<file path="src/rtl/rv32_pkg.sv">
// Shared RV32 core definitions used by the load/store unit: memi encodings,
// LSU state type and access-size helpers.
package rv32_pkg;

  localparam logic [2:0] MEMI_B  = 3'b000;
  localparam logic [2:0] MEMI_H  = 3'b001;
  localparam logic [2:0] MEMI_W  = 3'b010;
  localparam logic [2:0] MEMI_BU = 3'b100;
  localparam logic [2:0] MEMI_HU = 3'b101;

  localparam int unsigned WORD_BYTES = 4;

  typedef enum logic [1:0] {
    IDLE,
    REQ,
    WAIT,
    DONE
  } lsu_state_t;

  typedef enum logic [1:0] {
    SZ_B,
    SZ_H,
    SZ_W
  } lsu_size_t;

  // Unlisted memi codes fall back to a full-word access.
  function automatic lsu_size_t memi_size(input logic [2:0] memi);
    case (memi)
      MEMI_B, MEMI_BU: return SZ_B;
      MEMI_H, MEMI_HU: return SZ_H;
      default:         return SZ_W;
    endcase
  endfunction

  function automatic logic is_misaligned(input logic [2:0] memi, input logic [1:0] addr_lo);
    case (memi_size(memi))
      SZ_H:    return addr_lo[0];
      SZ_W:    return |addr_lo;
      default: return 1'b0;
    endcase
  endfunction

endpackage

</file>
<file path="src/rtl/lsu_align.sv">
// Combinational lane logic for the LSU: store byte enables and data
// replication, load lane extraction with sign/zero extension.
module lsu_align
  import rv32_pkg::*;
#(
  parameter int unsigned DW = 32
) (
  input  logic [2:0]            memi,
  input  logic [1:0]            addr_lo,
  input  logic [DW-1:0]         wdata,
  input  logic [DW-1:0]         rword,
  output logic [WORD_BYTES-1:0] be,
  output logic [DW-1:0]         wdata_rep,
  output logic [DW-1:0]         rdata_ext
);

  lsu_size_t   size;
  logic        sext;
  logic [7:0]  byte_sel;
  logic [15:0] half_sel;

  always_comb begin
    size      = memi_size(memi);
    sext      = ~memi[2];
    byte_sel  = rword[{addr_lo, 3'b000} +: 8];
    half_sel  = addr_lo[1] ? rword[31:16] : rword[15:0];
    be        = '1;
    wdata_rep = wdata;
    rdata_ext = rword;
    case (size)
      SZ_B: begin
        be        = 4'b0001 << addr_lo;
        wdata_rep = {4{wdata[7:0]}};
        rdata_ext = sext ? {{24{byte_sel[7]}}, byte_sel} : {24'h0, byte_sel};
      end
      SZ_H: begin
        be        = addr_lo[1] ? 4'b1100 : 4'b0011;
        wdata_rep = {2{wdata[15:0]}};
        rdata_ext = sext ? {{16{half_sel[15]}}, half_sel} : {16'h0, half_sel};
      end
      default: ;
    endcase
  end

endmodule

</file>
<file path="src/rtl/lsu_mem_ctrl.sv">
// Load/store unit: request/grant/response handshake with data memory, stalls
// the core until done. Optional macro LSU_MISALIGN_TRAP_EN traps misaligned H/W.
module lsu_mem_ctrl
  import rv32_pkg::*;
#(
  parameter int unsigned AW = 32,
  parameter int unsigned DW = 32
) (
  input  logic          clk,
  input  logic          rst,
  input  logic [2:0]    memi,
  input  logic          mewe,
  input  logic          ws,
  input  logic [AW-1:0] addr,
  input  logic [DW-1:0] wdata,
  output logic          stall,
  output logic [DW-1:0] rdata,
  output logic          misalign,
  output logic          dm_req,
  output logic          dm_we,
  output logic [AW-1:0] dm_addr,
  output logic [3:0]    dm_be,
  output logic [DW-1:0] dm_wdata,
  input  logic          dm_gnt,
  input  logic          dm_rvalid,
  input  logic [DW-1:0] dm_rdata
);

  lsu_state_t    state_q, state_d;
  logic [2:0]    memi_q, memi_d;
  logic [1:0]    lo_q, lo_d;
  logic          dm_req_q, dm_req_d;
  logic          dm_we_q, dm_we_d;
  logic [AW-1:0] dm_addr_q, dm_addr_d;
  logic [3:0]    dm_be_q, dm_be_d;
  logic [DW-1:0] dm_wdata_q, dm_wdata_d;
  logic [DW-1:0] rdata_q, rdata_d;
  logic          misalign_q, misalign_d;

  logic          op;
  logic          trap;
  logic [2:0]    memi_a;
  logic [1:0]    lo_a;
  logic [3:0]    be_a;
  logic [DW-1:0] wrep_a;
  logic [DW-1:0] rext_a;

  assign op = ws | mewe;

`ifdef LSU_MISALIGN_TRAP_EN
  assign trap = is_misaligned(memi, addr[1:0]);
`else
  assign trap = 1'b0;
`endif

  // One aligner serves both directions: live inputs while accepting in IDLE,
  // latched size/offset while extracting the response in WAIT.
  assign memi_a = (state_q == IDLE) ? memi : memi_q;
  assign lo_a   = (state_q == IDLE) ? addr[1:0] : lo_q;

  lsu_align #(
    .DW (DW)
  ) u_align (
    .memi      (memi_a),
    .addr_lo   (lo_a),
    .wdata     (wdata),
    .rword     (dm_rdata),
    .be        (be_a),
    .wdata_rep (wrep_a),
    .rdata_ext (rext_a)
  );

  always_comb begin
    state_d    = state_q;
    memi_d     = memi_q;
    lo_d       = lo_q;
    dm_req_d   = dm_req_q;
    dm_we_d    = dm_we_q;
    dm_addr_d  = dm_addr_q;
    dm_be_d    = dm_be_q;
    dm_wdata_d = dm_wdata_q;
    rdata_d    = rdata_q;
    misalign_d = misalign_q;
    case (state_q)
      IDLE: begin
        if (op) begin
          misalign_d = trap;
          if (trap) begin
            rdata_d = '0;
            state_d = DONE;
          end else begin
            memi_d     = memi;
            lo_d       = addr[1:0];
            dm_we_d    = mewe;
            dm_addr_d  = {addr[AW-1:2], 2'b00};
            dm_be_d    = mewe ? be_a : '1;
            dm_wdata_d = mewe ? wrep_a : '0;
            dm_req_d   = 1'b1;
            state_d    = REQ;
          end
        end
      end
      REQ: begin
        if (dm_gnt) begin
          dm_req_d = 1'b0;
          state_d  = dm_we_q ? DONE : WAIT;
        end
      end
      WAIT: begin
        if (dm_rvalid) begin
          rdata_d = rext_a;
          state_d = DONE;
        end
      end
      DONE:    state_d = IDLE;
      default: state_d = IDLE;
    endcase
  end

  always_ff @(posedge clk or posedge rst) begin
    if (rst) begin
      state_q    <= IDLE;
      memi_q     <= '0;
      lo_q       <= '0;
      dm_req_q   <= 1'b0;
      dm_we_q    <= 1'b0;
      dm_addr_q  <= '0;
      dm_be_q    <= '0;
      dm_wdata_q <= '0;
      rdata_q    <= '0;
      misalign_q <= 1'b0;
    end else begin
      state_q    <= state_d;
      memi_q     <= memi_d;
      lo_q       <= lo_d;
      dm_req_q   <= dm_req_d;
      dm_we_q    <= dm_we_d;
      dm_addr_q  <= dm_addr_d;
      dm_be_q    <= dm_be_d;
      dm_wdata_q <= dm_wdata_d;
      rdata_q    <= rdata_d;
      misalign_q <= misalign_d;
    end
  end

  assign stall    = op & (state_q != DONE);
  assign rdata    = rdata_q;
  assign misalign = misalign_q;
  assign dm_req   = dm_req_q;
  assign dm_we    = dm_we_q;
  assign dm_addr  = dm_addr_q;
  assign dm_be    = dm_be_q;
  assign dm_wdata = dm_wdata_q;

endmodule

</file>
<file path="config.mk">
export PLATFORM = sky130hd
export DESIGN_NAME = lsu_mem_ctrl
export DESIGN_NICKNAME = d
export VERILOG_FILES = /design/src/rtl/rv32_pkg.sv /design/src/rtl/lsu_align.sv /design/src/rtl/lsu_mem_ctrl.sv
export SDC_FILE = /design/constraint.sdc
export NUM_CORES = 1
export LEC_CHECK = 0
export CAP_MARGIN = 25
export CELL_PAD_IN_SITES_DETAIL_PLACEMENT = 1
export CELL_PAD_IN_SITES_GLOBAL_PLACEMENT = 2
export CORE_UTILIZATION = 27
export DETAILED_ROUTE_END_ITERATION = 7
export PLACE_DENSITY = 0.8
export SETUP_SLACK_MARGIN = 0.15
export SYNTH_ARGS = -nofsm -noshare
export SYNTH_HDL_FRONTEND = slang
export SYNTH_HIERARCHICAL = 1
export SYNTH_SLANG_ARGS = --single-unit
</file>
<file path="constraint.sdc">
create_clock -name clk -period 5.2 [get_ports clk]
set_clock_uncertainty 0.15 [all_clocks]
set_input_delay 1.04 -clock clk [delete_from_list [all_inputs] [get_ports clk]]
set_output_delay 1.04 -clock clk [all_outputs]
set_load 0.005 [all_outputs]
</file>
# Word-level counts from Yosys, hierarchy flattened

Cells that the tools add are included.

Bits in registers: 107
Bits in latches: 0
RAM bits: 0
ROM bits: 0
Bits of input ports: 105
Output and inout port bits: 104
Memories: 0

Add/subtract/negate cells: 0
$mul: 0
Div/mod/pow operators: 0
Magnitude comparators: 0
Eq/ne operators: 11
Shifts and indexed selects: 2
Muxes and demuxes: 20
Bitwise logic cells: 2
Reduce and logical (&&, ||, !) cells: 10

Operators by type and width:

| cell                                                               | number |
|---|---|
| 32-bit one-hot mux with 2 select lines                             | 2 |
| 32-bit two-way mux                                                 | 3 |
| 32-bit by 6-bit variable part select with 8-bit output             | 1 |
| 16-bit two-way mux                                                 | 1 |
| 2-bit two-way mux                                                  | 4 |
| 4-bit two-way mux                                                  | 2 |
| 2-bit inequality test (second input constant)                      | 4 |
| 2-bit one-hot mux with 4 select lines                              | 1 |
| 4-bit one-hot mux with 2 select lines                              | 1 |
| 3-bit == test (second input constant)                              | 2 |
| 3-bit AND reduction                                                | 2 |
| 2-bit by 1-bit == test with 1-bit output (second input constant)   | 2 |
| 2-bit == test (second input constant)                              | 2 |
| 2-bit zero test                                                    | 2 |
| 2-bit one-hot mux with 2 select lines                              | 1 |
| 2-bit AND reduction                                                | 2 |
| 2-bit OR reduction                                                 | 2 |
| 1-bit by 2-bit left shift with 4-bit output (first input constant) | 1 |
| 3-bit by 1-bit == test with 1-bit output (second input constant)   | 1 |
| 3-bit zero test                                                    | 1 |
| 1-bit two-way mux                                                  | 3 |
| 3-bit two-way mux                                                  | 1 |
| 1-bit one-hot mux with 2 select lines                              | 1 |
| 2-bit nonzero test                                                 | 1 |
| 2 further kinds                                                    | 2 |

# Longest topological paths before layout

Gate-level depths: netlist of run 1.

Word-level depth: 8
Gate-level depth with buffers: 12

# Modules after synthesis

The synthesis of run 1 kept the hierarchy.

Modules (own cells, without submodules):

| module       | times used | cells each | area an instance (sq um) | sequential area each (sq um) |
|---|---|---|---|---|
| lsu_mem_ctrl | 1          | 339        | 4256.6                   | 2677.6 |
| lsu_align    | 1          | 172        | 1328.8                   | 0.0 |

# Worst setup path before layout of run 1

Ideal clock, no wire load.

Path type: input to register
From: in memi[0]
To: reg rdata_q[0], in the netlist rdata[0]
Data arrival time: 2427 ps
Path slack: 2498 ps
Cell stages on the path: 7
Cell sequence: mux2_2 > buf_6 > nand2b_4 > a21o_1 > buf_6 > a221o_1 > mux2_2

Longest elaborated chain between the ends: 6
Elaborated cells between the ends (all ways): 11

Ends and longest elaborated chain:

| item                                                                               | line                | source |
|---|---|---|
| start, declared                                                                    | lsu_mem_ctrl.sv:11  | `input logic [2:0] memi,` |
| 3-bit two-way mux (*)                                                              | lsu_mem_ctrl.sv:58  | `assign memi_a = (state_q == IDLE) ? memi : memi_q;` |
| 3-bit by 1-bit == test with 1-bit output, or another cell as far along             | rv32_pkg.sv:28      | `case (memi)` |
| 2-bit OR reduction                                                                 | rv32_pkg.sv:28      |  |
| 2-bit one-hot mux with 2 select lines (*)                                          | rv32_pkg.sv:28      |  |
| 2-bit by 1-bit == test with 1-bit output / 2-bit zero test (equally long branches) | lsu_align.sv:30     | `case (size)` |
| 32-bit one-hot mux with 2 select lines (*)                                         | lsu_align.sv:30     |  |
| net rext_a[0]                                                                      | lsu_mem_ctrl.sv:46  | `logic [DW-1:0] rext_a;` |
| end signal, assigned                                                               | lsu_mem_ctrl.sv:141 | `rdata_q <= rdata_d;` |
| end, declared                                                                      | lsu_mem_ctrl.sv:37  | `logic [DW-1:0] rdata_q, rdata_d;` |

Mark *: on every way through the listed nets, which the timed path passes. The rest lies on a longest branch.
A chain may end at the register's enable or synchronous reset.

# Worst setup path in the final report of run 1

From: in mewe
To: out stall

Longest elaborated chain between the ends: 2

Ends and longest elaborated chain:

| item             | line                | source |
|---|---|---|
| start, declared  | lsu_mem_ctrl.sv:12  | `input logic mewe,` |
| 1-bit bitwise OR | lsu_mem_ctrl.sv:48  | `assign op = ws \| mewe;` |
| 1-bit AND        | lsu_mem_ctrl.sv:146 | `assign stall = op & (state_q != DONE);` |
| end, declared    | lsu_mem_ctrl.sv:16  | `output logic stall,` |

Every way passes these cells.

==> results of run 1 <==
==> power groups by stage <==
stage | clock [mW] | combinational [mW] | sequential [mW]
floorplan | 0 | 1.62 | 1.47
global route | 0.752 | 2.99 | 1.53
finish | 0.700 | 2.76 | 1.47
CTS | 0.727 | 2.81 | 1.48
detailed placement | 0 | 2.80 | 1.49
global placement | 0 | 2.71 | 1.47
==> area by class of cell <==
type                       count  area, um^2  share of cell area (%)
inverter                       7        28.8                   0.358
clock inverter                 6        62.6                   0.777
clock buffer                  10         239                    2.97
sequential                   107        2680                    33.3
timing repair buffer         213        2120                    26.4
multi-input combinational    347        2580                    32.0
tap                          270         338                    4.20
==> placed cells by master, fill, tap and decap left out, types with 2 or more instances in the layout <==
cell type and instances:
mux2i_1 16, dfrtp_1 107, a22oi_1 8, o22ai_1 16, nor2b_1 22, o221ai_2 4, a221o_1 7, inv_1 5
ha_1 3, inv_6 3, nor2_1 12, clkbuf_16 9, a21o_1 2, and2_1 2, mux2_2 84, nand3_1 32
clkdlybuf4s50_1 205, o21bai_1 2, o221ai_1 4, conb_1 3, nand2_1 92, nand2b_1 2, o21ai_0 14, buf_4 7
mux2_4 8
==> worst min-delay path, cell delays in order (launching register included) <==
cell	delay, ns
dfrtp_1	0.35
nand2_1	0.05
nand2_1	0.05
==> routing by layer <==
metal  up-vias  wire length, um
met5         -                0
met4         0              359
met3        19             1150
met2       165             8920
met1      2306             8090
li1       2120                -
==> cell usage after synthesis, drive strengths merged (3+ instances only) <==
| library cell | count | area share (%) |
|---|---|---|
| clkbuf | 12 | 0.83 |
| a22oi | 9 | 1.5 |
| mux2i | 16 | 2.9 |
| mux2 | 92 | 19 |
| nand2 | 92 | 6.2 |
| dfrtp | 107 | 48 |
| inv | 7 | 0.47 |
| nor2 | 12 | 0.81 |
| o221ai | 8 | 1.7 |
| o22ai | 16 | 1.8 |
| ha | 4 | 0.90 |
| nor2b | 22 | 2.5 |
| a221o | 7 | 1.3 |
| o21ai | 15 | 1.4 |
| buf | 40 | 4.9 |
| nand2b | 3 | 0.47 |
| nand3 | 32 | 2.9 |
==> worst max path at each step <==
| stage | end | slack (ns) | cells past startpoint |
|---|---|---|---|
| after CTS | stall | 1.38 | 5 |
| after floorplan | dm_addr[10]$_DFFE_PP0P_ | 1.19 | 1 |
| final | stall | 1.39 | 5 |
| after detailed placement | dm_wdata[11]$_DFFE_PP0P_ | 1.25 | 7 |
| after global placement | dm_wdata[9]$_DFFE_PP0P_ | 1.35 | 7 |
| after global routing | stall | 1.31 | 5 |
==> stage by stage <==
step	utilization (%)	setup slack [ns]
global route	39.8	1.31
finish	39.8	1.39
floorplan	-	1.19
detailed placement	38.3	1.25
global placement	38.3	1.35
CTS	39.8	1.38
==> cell families (layout without fill, tap and decap cells) <==
kind of cell / Yosys count / in the layout
fa+ha+maj: 4 / 4
simple gates: 167 / 167
flops: 107 / 107
buf+inv: 59 / 236
other cells: 1 / 3
compound gates: 65 / 65
mux: 108 / 108
==> flip-flops by register name, summed over array words and instances, names as in the netlist <==
register and flops:
dm_wdata 32, rdata 32, dm_addr 30, dm_be 4, memi_q 3, lo_q 2
state_q 2, dm_req 1, dm_we 1
==> impl_results.md, run 1 <==
- Post-Synth Simple-Gate Area: 13.6%
- Power Total: 4.93 mW
- GRT overflow: 0
- IO buf count: slightly above 200
- Routing usage on met2: 29.4%
- Mux cell area share after synthesis: between 20% and 30%
- Post-route ant nets: 0
- FF+latch count, synth: 107
- Yosys warning count: 6
- CTS clk-pin slew, worst paths: 0.08 ns
- Avg Inst Size Synth: 10.9 um^2
- Layout overhead on the synthesized area: 44.1%
- Largest net degree at the start of global routing: 62
- Row count: 52
- Hold-critical path depth: 2
- CP peak stage delay: 0.51 ns
- Number of synthesized flops with an enable pin: 0
- Die area: 21300 um^2
- Detailed-route DRC error count: 0
- Worst path bufs/invs: 3
- Height of the die: 146 um
- Peak supply drop: between 0.2 and 0.3 mV
- Min-delay src: dm_wdata[28]$_DFFE_PP0P_
- Crit. End Element: output pin
- Adder-cell share of the synthesized area: less than 1%
- Max Cap Viol: 0
- Setup slack, reg-to-reg: 1.90 ns
- Routed len/inst: around 19 um
- Fmax: approximately 260 MHz
- Final critical-path required period: 3.81 ns
- Startpoint Class: input pin
- Synth async-reset ratio: 100%
- R2r worst-path depth: 8
- Ant diodes: 0
- Synth cell types: 41
- CORE AREA: 20200 um^2
- Largest family of logic cells by synthesized area: multiplexers
- Most Used Layer, Global Route: met2
- Part of the power in registers: 29.8%
- CTS tree: built
- Post-route clock period utilization: 73.3%
- Sw Share: 37.2%
- RePlAce Congestion: 0.810
- GRT Util Overall: 17.5%
- Final slew viol count: 0
- Clock Latency Late Sink: 0.35 ns
- CP top delay family: buffers and inverters
- CP max FO: 42
- DRT iter0 DRCs: 188
- Worst-margin pin slew: 0.987 ns
- Unrepaired setup endpoints after global routing: false
- Routing usage on met3: 3.98%
- Clock tree buffer depth: 2
- Outcome: finished clean
- Xor/xnor cell area share of the yosys netlist: 0%
- Finished Layout Cells: 960
- H-Tree Depth: 3
- Post-route cell area: 8050 um^2
- Psw: 1.83 mW
- Cell Area, Placed: a little under 8000 um^2
- Die X: 146 um
- Syn Std Cell Area: 5590 um^2
- RR Endpoint: dm_wdata[11]$_DFFE_PP0P_
- First-pass GRT wire length: 29000 um
- DPL Wire Length: about 14000 um
- Logic gate share of total power: 56.0%
- CTS sink count: roughly 110
- Worst Hold Path EP: dm_wdata[28]$_DFFE_PP0P_
- Arrival time worst endpoint: 2.62 ns
- Worst path required time: 4.01 ns
- Hold-fix buffers at CTS: 0
- Total CTS buffers: 9
- Worst hold path type: register to register
- Detailed Routing Iterations Pass 1: 4
- Max transition margin: around a third
- Fillcell total: 2216
- Sequential share of the synthesized area: 47.9%
- M1 GR Usage: 22.2%
- Min Hold Slack: between 0.3 and 0.4 ns
- Layout cells sized above 1: about 19%
- Crit-path slowest cell: clkdlybuf4s50_1
- Via/cell ratio: 4.80
- Number of I/O pins: 209
- Leakage power: 3.46 nW
- Int Pwr: 3.10 mW
- Clock power share: 14.2%
- Cells along the critical path: clkdlybuf4s50_1 -> buf_4 -> nor2_1 -> nor2_1 -> clkdlybuf4s50_1
- Root Buffer: clkbuf_16
- Vias in the first global route: 5034
- CP startpoint: mewe
- FF-to-FF Start: state_q[0]$_DFFE_PP0P_
- Post-CTS Setup Inserts: 0
- Vias: 4610
- PostCTS Resize Cnt: 0
- Synth Area in Compound Gates: 9.34%
- Drt total wl: 18500 um
- Ys flop type: dfrtp_1
- Final setup fails: 0
- Initial Util: 27.6%
- Setup CP Type: input pin to output pin
- Initial antenna violation count: 0
- Hold Vio Cnt, Final: 0
- Synthesized instance count: 511
- PwrDens: 613 nW/um^2
- Final TNS setup: 0 ns
- Final nets: between 700 and 800
- Cells after DPL: between 900 and 1000
(Power assumes the default switching activity.)
==> run 2: changes to the inputs <==
--- a/config.mk
+++ b/config.mk
@@ -8,9 +8,9 @@
 export CAP_MARGIN = 25
 export CELL_PAD_IN_SITES_DETAIL_PLACEMENT = 1
 export CELL_PAD_IN_SITES_GLOBAL_PLACEMENT = 2
-export CORE_UTILIZATION = 27
+export CORE_UTILIZATION = 24
 export DETAILED_ROUTE_END_ITERATION = 7
-export PLACE_DENSITY = 0.8
+export PLACE_DENSITY = 0.76
 export SETUP_SLACK_MARGIN = 0.15
 export SYNTH_ARGS = -nofsm -noshare
 export SYNTH_HDL_FRONTEND = slang
==> constraint.sdc (replaced) <==
create_clock -name clk -period 3.2 [get_ports clk]
set_clock_uncertainty 0.15 [all_clocks]
set_input_delay 0.64 -clock clk [delete_from_list [all_inputs] [get_ports clk]]
set_output_delay 0.64 -clock clk [all_outputs]
set_load 0.005 [all_outputs]
==> run 2 against run 1 <==
  * Clock power increased by 70%
  * Via count decreased by 0.82%
  * Register-to-register slack got worse by 1.5 ns
  * Critical path depth increased by 3
  * Die area increased by 12%
  * Cell area increased by 1.2%
==> impl_results.md, run 2 (synthesized netlist as in run 1, its figures left out) <==
- Via/cell ratio: 4.65
- Hold Vio Cnt, Final: 0
- Post-route cell area: 8140 um^2
- Total CTS buffers: 9
- Final setup fails: 0
- Hold-fix buffers at CTS: 0
- Fmax: between 300 and 400 MHz
- Crit. End Element: register
- Clock tree buffer depth: 2
- H-Tree Depth: 3
- RePlAce Congestion: 0.754
- Min-delay src: dm_wdata[7]$_DFFE_PP0P_
- Ant diodes: 0
- CP max FO: 24
- Worst hold path type: register to register
- PwrDens: 995 nW/um^2
- M1 GR Usage: 19.6%
- Clock Latency Late Sink: around 0.35 ns
- Part of the power in registers: between 20% and 30%
- Height of the die: 155 um
- Logic gate share of total power: 56.0%
- Detailed Routing Iterations Pass 1: 4
- Initial antenna violation count: 0
- Vias: about 4600
- IO buf count: 205
- Layout overhead on the synthesized area: 45.8%
- Most Used Layer, Global Route: met2
- Startpoint Class: register
- Final critical-path required period: 2.78 ns
- Routing usage on met2: between 20% and 30%
- Psw: 2.94 mW
- Leakage power: ~3.5 nW
- Row count: 55
- R2r worst-path depth: 8
- Outcome: finished clean
- RR Endpoint: rdata[9]$_DFFE_PP0P_
- Root Buffer: clkbuf_16
- Commonest non-fill, non-tap cell in the layout: clkdlybuf4s50_1
- Routing usage on met3: 3.31%
- Die area: 23900 um^2
- GRT overflow: 0
- CTS sink count: 107
- Post-CTS Setup Inserts: 0
- Layout cells sized above 1: 19.6%
- CORE AREA: about 23000 um^2
- Drt total wl: 18000 um
- Max Cap Viol: 0
- Post-route ant nets: 0
- Number of I/O pins: between 200 and 250
- Max transition margin: between 50% and 60%
- Setup CP Type: register to register
- Fillcell total: 2520
- Peak supply drop: 0.420 mV
- First-pass GRT wire length: 28800 um
- Cell Area, Placed: 7830 um^2
- Worst-margin pin slew: ~0.74 ns
- Sw Share: a little over a third
- Setup slack, reg-to-reg: approximately 0.42 ns
- Routed len/inst: 18.3 um
- Final nets: 802
- DRT iter0 DRCs: 133
- Arrival time worst endpoint: approximately 2.9 ns
- Hold-critical path depth: 2
- CTS clk-pin slew, worst paths: 0.07 ns
- GRT Util Overall: 15.5%
- Final slew viol count: 0
- Initial Util: 24.6%
- Int Pwr: approximately 5.2 mW
- Most frequent cells in the layout: 204 x clkdlybuf4s50_1, 107 x dfrtp_1, 92 x nand2_1
- FF-to-FF Start: state_q[0]$_DFFE_PP0P_
- Largest net degree at the start of global routing: slightly below 60
- Vias in the first global route: 4975
- Final TNS setup: 0 ns
- Worst path required time: 3.28 ns
- Die X: 155 um
- CTS tree: built
- Worst Hold Path EP: dm_wdata[7]$_DFFE_PP0P_
- Clock power share: 14.6%
- PostCTS Resize Cnt: 0
- Detailed-route DRC error count: 0
- Post-route clock period utilization: roughly 87%
- Unrepaired setup endpoints after global routing: false
- DPL Wire Length: 13300 um
run 2: cell types whose count changed in the layout (fill, tap and decap cells not counted):
cell             before  now
clkinv_8              1    0
inv_4                 1    0
clkdlybuf4s50_1     205  204
buf_2                 0    1
bufinv_16             0    1
inv_8                 1    0
clkinvlp_4            0    1
buf_12                1    2
clkinv_2              0    1
buf_4                 7   14
run 2: worst max path at each step:
stage / start / end / slack, ns / depth (start not counted)
final: state_q[0]$_DFFE_PP0P_ / rdata[9]$_DFFE_PP0P_ / 0.42 / 8
after global routing: state_q[0]$_DFFE_PP0P_ / rdata[4]$_DFFE_PP0P_ / 0.21 / 7
after CTS: state_q[0]$_DFFE_PP0P_ / rdata[3]$_DFFE_PP0P_ / 0.38 / 7
after detailed placement: addr[1] / rdata[16]$_DFFE_PP0P_ / 0.25 / 6
after global placement: addr[0] / rdata[8]$_DFFE_PP0P_ / 0.31 / 7
after floorplan: state_q[0]$_DFFE_PP0P_ / rdata[0]$_DFFE_PP0P_ / 0.50 / 11
run 2: final cells by class:
type                    count  area, um^2  area share (%)
flip-flops and latches    107        2680            32.9
well taps                 285         357            4.38
repair buffers            221        2190            26.9
clock inverters             6        70.1           0.860
clock buffers              10         239            2.93
inverters                   7        30.0           0.369
multi-input cells         347        2580            31.7
run 2: worst max-delay path, stage by stage (launching register included):
cell and delay (ns):
dfrtp_1 0.44, inv_1 0.11, ha_2 0.26, mux2_2 0.43
mux2_4 0.34, a22oi_4 0.15, buf_4 0.31, o221ai_1 0.16
mux2_2 0.28
run 2: power groups by stage:
| stage | clock network [mW] | registers, mW | logic (mW) |
|---|---|---|---|
| 2_1_floorplan | 0 | 2.38 | 2.63 |
| 3_3_place_gp | 0 | 2.37 | 4.46 |
| 3_5_place_dp | 0 | 2.41 | 4.59 |
| 4_1_cts | 1.24 | 2.39 | 4.61 |
| 5_1_grt | 1.28 | 2.48 | 4.94 |
| 6_report | 1.19 | 2.38 | 4.54 |
run 2: metal layers:
| metal | share of wire (%) | vias to the layer above |
|---|---|---|
| met5 | 0 | - |
| met4 | 1.3 | 0 |
| met3 | 5.0 | 15 |
| met2 | 50 | 132 |
| met1 | 44 | 2288 |
| li1 | - | 2137 |
run 2: metrics by stage:
stage | hold slack [ns] | util, % | instances | total power [mW] | worst slack (ns)
after floorplan | 0.313 | - | 513 | 5.02 | 0.504
after global placement | 0.298 | 34.5 | 967 | 6.83 | 0.315
after detailed placement | 0.308 | 34.5 | 967 | 7.00 | 0.249
after CTS | 0.325 | 35.9 | 983 | 8.24 | 0.385
after global routing | 0.354 | 35.9 | 983 | 8.69 | 0.214
final | 0.321 | 35.9 | 983 | 8.10 | 0.418
==> run 3: changes to the inputs <==
--- a/config.mk
+++ b/config.mk
@@ -10,7 +10,7 @@
 export CELL_PAD_IN_SITES_GLOBAL_PLACEMENT = 2
 export CORE_UTILIZATION = 24
 export DETAILED_ROUTE_END_ITERATION = 7
-export PLACE_DENSITY = 0.76
+export PLACE_DENSITY = 0.84
 export SETUP_SLACK_MARGIN = 0.15
 export SYNTH_ARGS = -nofsm -noshare
 export SYNTH_HDL_FRONTEND = slang
==> constraint.sdc (replaced) <==
create_clock -name clk -period 3.2 [get_ports clk]
set_clock_uncertainty 0.15 [all_clocks]
set_input_delay 0.8 -clock clk [delete_from_list [all_inputs] [get_ports clk]]
set_output_delay 0.8 -clock clk [all_outputs]
set_load 0.005 [all_outputs]
==> run 3 against run 2 <==
  * Count of clock-buffer cells in the layout decreased by 1
  * Die area unchanged
  * Maximum frequency decreased by 2.5%
  * Setup slack got worse by 0.072 ns
  * Core utilization increased by 0.13 points
  * Sequential power about the same
  * Critical path type is now input pin to output pin
  * Critical endpoint is now stall
==> impl_results.md, run 3 (synthesized netlist as in run 1, its figures left out) <==
- Outcome: finished clean
- CTS sink count: 107
- Die X: 155 um
- Height of the die: 155 um
- IO buf count: between 200 and 250
- Most frequent cells in the layout: 204 x clkdlybuf4s50_1, 107 x dfrtp_1, 92 x nand2_1
- CP top delay family: buffers and inverters
- Vias in the first global route: 4909
- RR Endpoint: rdata[30]$_DFFE_PP0P_
- Number of I/O pins: 209
- Detailed Routing Iterations Pass 1: 4
- Die area: 23900 um^2
- Peak supply drop: 0.336 mV
- Arrival time worst endpoint: 1.90 ns
- Post-CTS Setup Inserts: 0
- Setup CP Type: input pin to output pin
- Hold-fix buffers at CTS: 0
- Part of the power in registers: 28.9%
- Fmax: between 300 and 400 MHz
- Cells along the critical path: clkdlybuf4s50_1 -> nor2_1 -> nor2_1 -> clkdlybuf4s50_1
- R2r worst-path depth: 8
- Row count: 55
- DRT iter0 DRCs: approximately 240
- Largest net degree at the start of global routing: 108
- Final TNS setup: 0 ns
- Leakage power: 3.51 nW
- Worst path required time: 2.25 ns
- Post-layout util: a little over a third
- GRT Util Overall: 15.4%
- Logic gate share of total power: 56.5%
- Clock tree buffer depth: 2
- Via/cell ratio: 4.64
- Worst Hold Path EP: dm_wdata[0]$_DFFE_PP0P_
- Final setup fails: 0
- First-pass GRT wire length: ~28000 um
- Min-delay src: dm_wdata[0]$_DFFE_PP0P_
- CP peak stage delay: 0.50 ns
- Final slew viol count: 0
- Layout cells sized above 1: 19.9%
- DP Worst Slack: 0.175 ns
- Clock power share: 14.6%
- CP max FO: 2
- Post-route ant nets: 0
- Vias: 4573
- Startpoint Class: input pin
- Int Pwr: 5.20 mW
- Final critical-path required period: roughly 2.9 ns
- Psw: 3.00 mW
- FF-to-FF Start: state_q[0]$_DFFE_PP0P_
- PostCTS Resize Cnt: 0
- Sw Share: 36.6%
- Initial Util: between 20% and 30%
- Final nets: 804
- PwrDens: 1000 nW/um^2
- Post-route clock period utilization: 89.2%
- Commonest non-fill, non-tap cell in the layout: clkdlybuf4s50_1
- Routed len/inst: between 15 and 20 um
- Crit. End Element: output pin
- Max transition margin: 53.9%
- CTS tree: built
- H-Tree Depth: 3
- DPL Wire Length: 12600 um
- Crit-path slowest cell: clkdlybuf4s50_1
- GRT overflow: 0
- RePlAce Congestion: 0.791
- Layout overhead on the synthesized area: 46.3%
- Clock Latency Late Sink: 0.35 ns
- Drt total wl: 18000 um
- CTS clk-pin slew, worst paths: 0.07 ns
- Fillcell total: around 2500
- Worst-margin pin slew: 0.692 ns
- Setup slack, reg-to-reg: 0.50 ns
- Max Cap Viol: 0
- Hold Vio Cnt, Final: 0
- Initial antenna violation count: 1
- Unrepaired setup endpoints after global routing: false
- Root Buffer: clkbuf_16
- Worst hold path type: register to register
- Worst path bufs/invs: 2
- Power Total: 8.20 mW
- CORE AREA: 22700 um^2
- Detailed-route DRC error count: 0
- Total CTS buffers: 9
- Hold-critical path depth: 2
- Setup WS post-layout: 0.346 ns
==> run 3: worst max path at each step <==
stage / startpoint / to / cells past startpoint / slack (ns)
3_3_place_gp: addr[1] / rdata[29]$_DFFE_PP0P_ / 7 / 0.20
3_5_place_dp: addr[1] / rdata[30]$_DFFE_PP0P_ / 7 / 0.17
2_1_floorplan: state_q[0]$_DFFE_PP0P_ / rdata[0]$_DFFE_PP0P_ / 11 / 0.50
5_1_grt: ws / stall / 4 / 0.29
6_report: ws / stall / 4 / 0.35
4_1_cts: ws / stall / 4 / 0.34
==> run 3: cell type report <==
class                           count  area [um^2]  area share (%)
Sequential cell                   107         2680            32.8
Multi-Input combinational cell    347         2580            31.5
Timing Repair Buffer              223         2220            27.2
Tap cell                          285          357            4.36
Clock buffer                        9          225            2.76
Clock inverter                      7         82.6            1.01
Inverter                            7         30.0           0.367
Antenna cell                        1         2.50          0.0306
==> run 3: stage by stage <==
step	instance area (um^2)	instances	hold slack, ns
2_1_floorplan	5600	513	0.313
3_3_place_gp	7860	969	0.299
3_5_place_dp	7860	969	0.308
4_1_cts	8170	985	0.325
5_1_grt	8170	986	0.357
6_report	8170	986	0.315
==> run 3: power groups by stage <==
stage / sequential, mW / clock (mW) / combinational (mW)
after floorplan: 2.38 / 0 / 2.63
final: 2.37 / 1.20 / 4.63
after global routing: 2.47 / 1.28 / 5.05
after CTS: 2.38 / 1.25 / 4.71
after detailed placement: 2.40 / 0 / 4.68
after global placement: 2.37 / 0 / 4.62
==> run 3: layer usage <==
layer	part of all wire [%]	routed length, um	global-route usage (%)	up-vias
li1	-	-	-	2135
met1	47	8520	21.1	2298
met4	1.6	283	5.37	0
met3	4.4	787	2.91	17
met2	47	8380	24.2	123
met5	0	0	0	-
==> run 3: worst min-delay path, cell delays in order (launching register included) <==
cell and delay, ns:
dfrtp_1 0.34, nand2_1 0.05, nand2_1 0.04
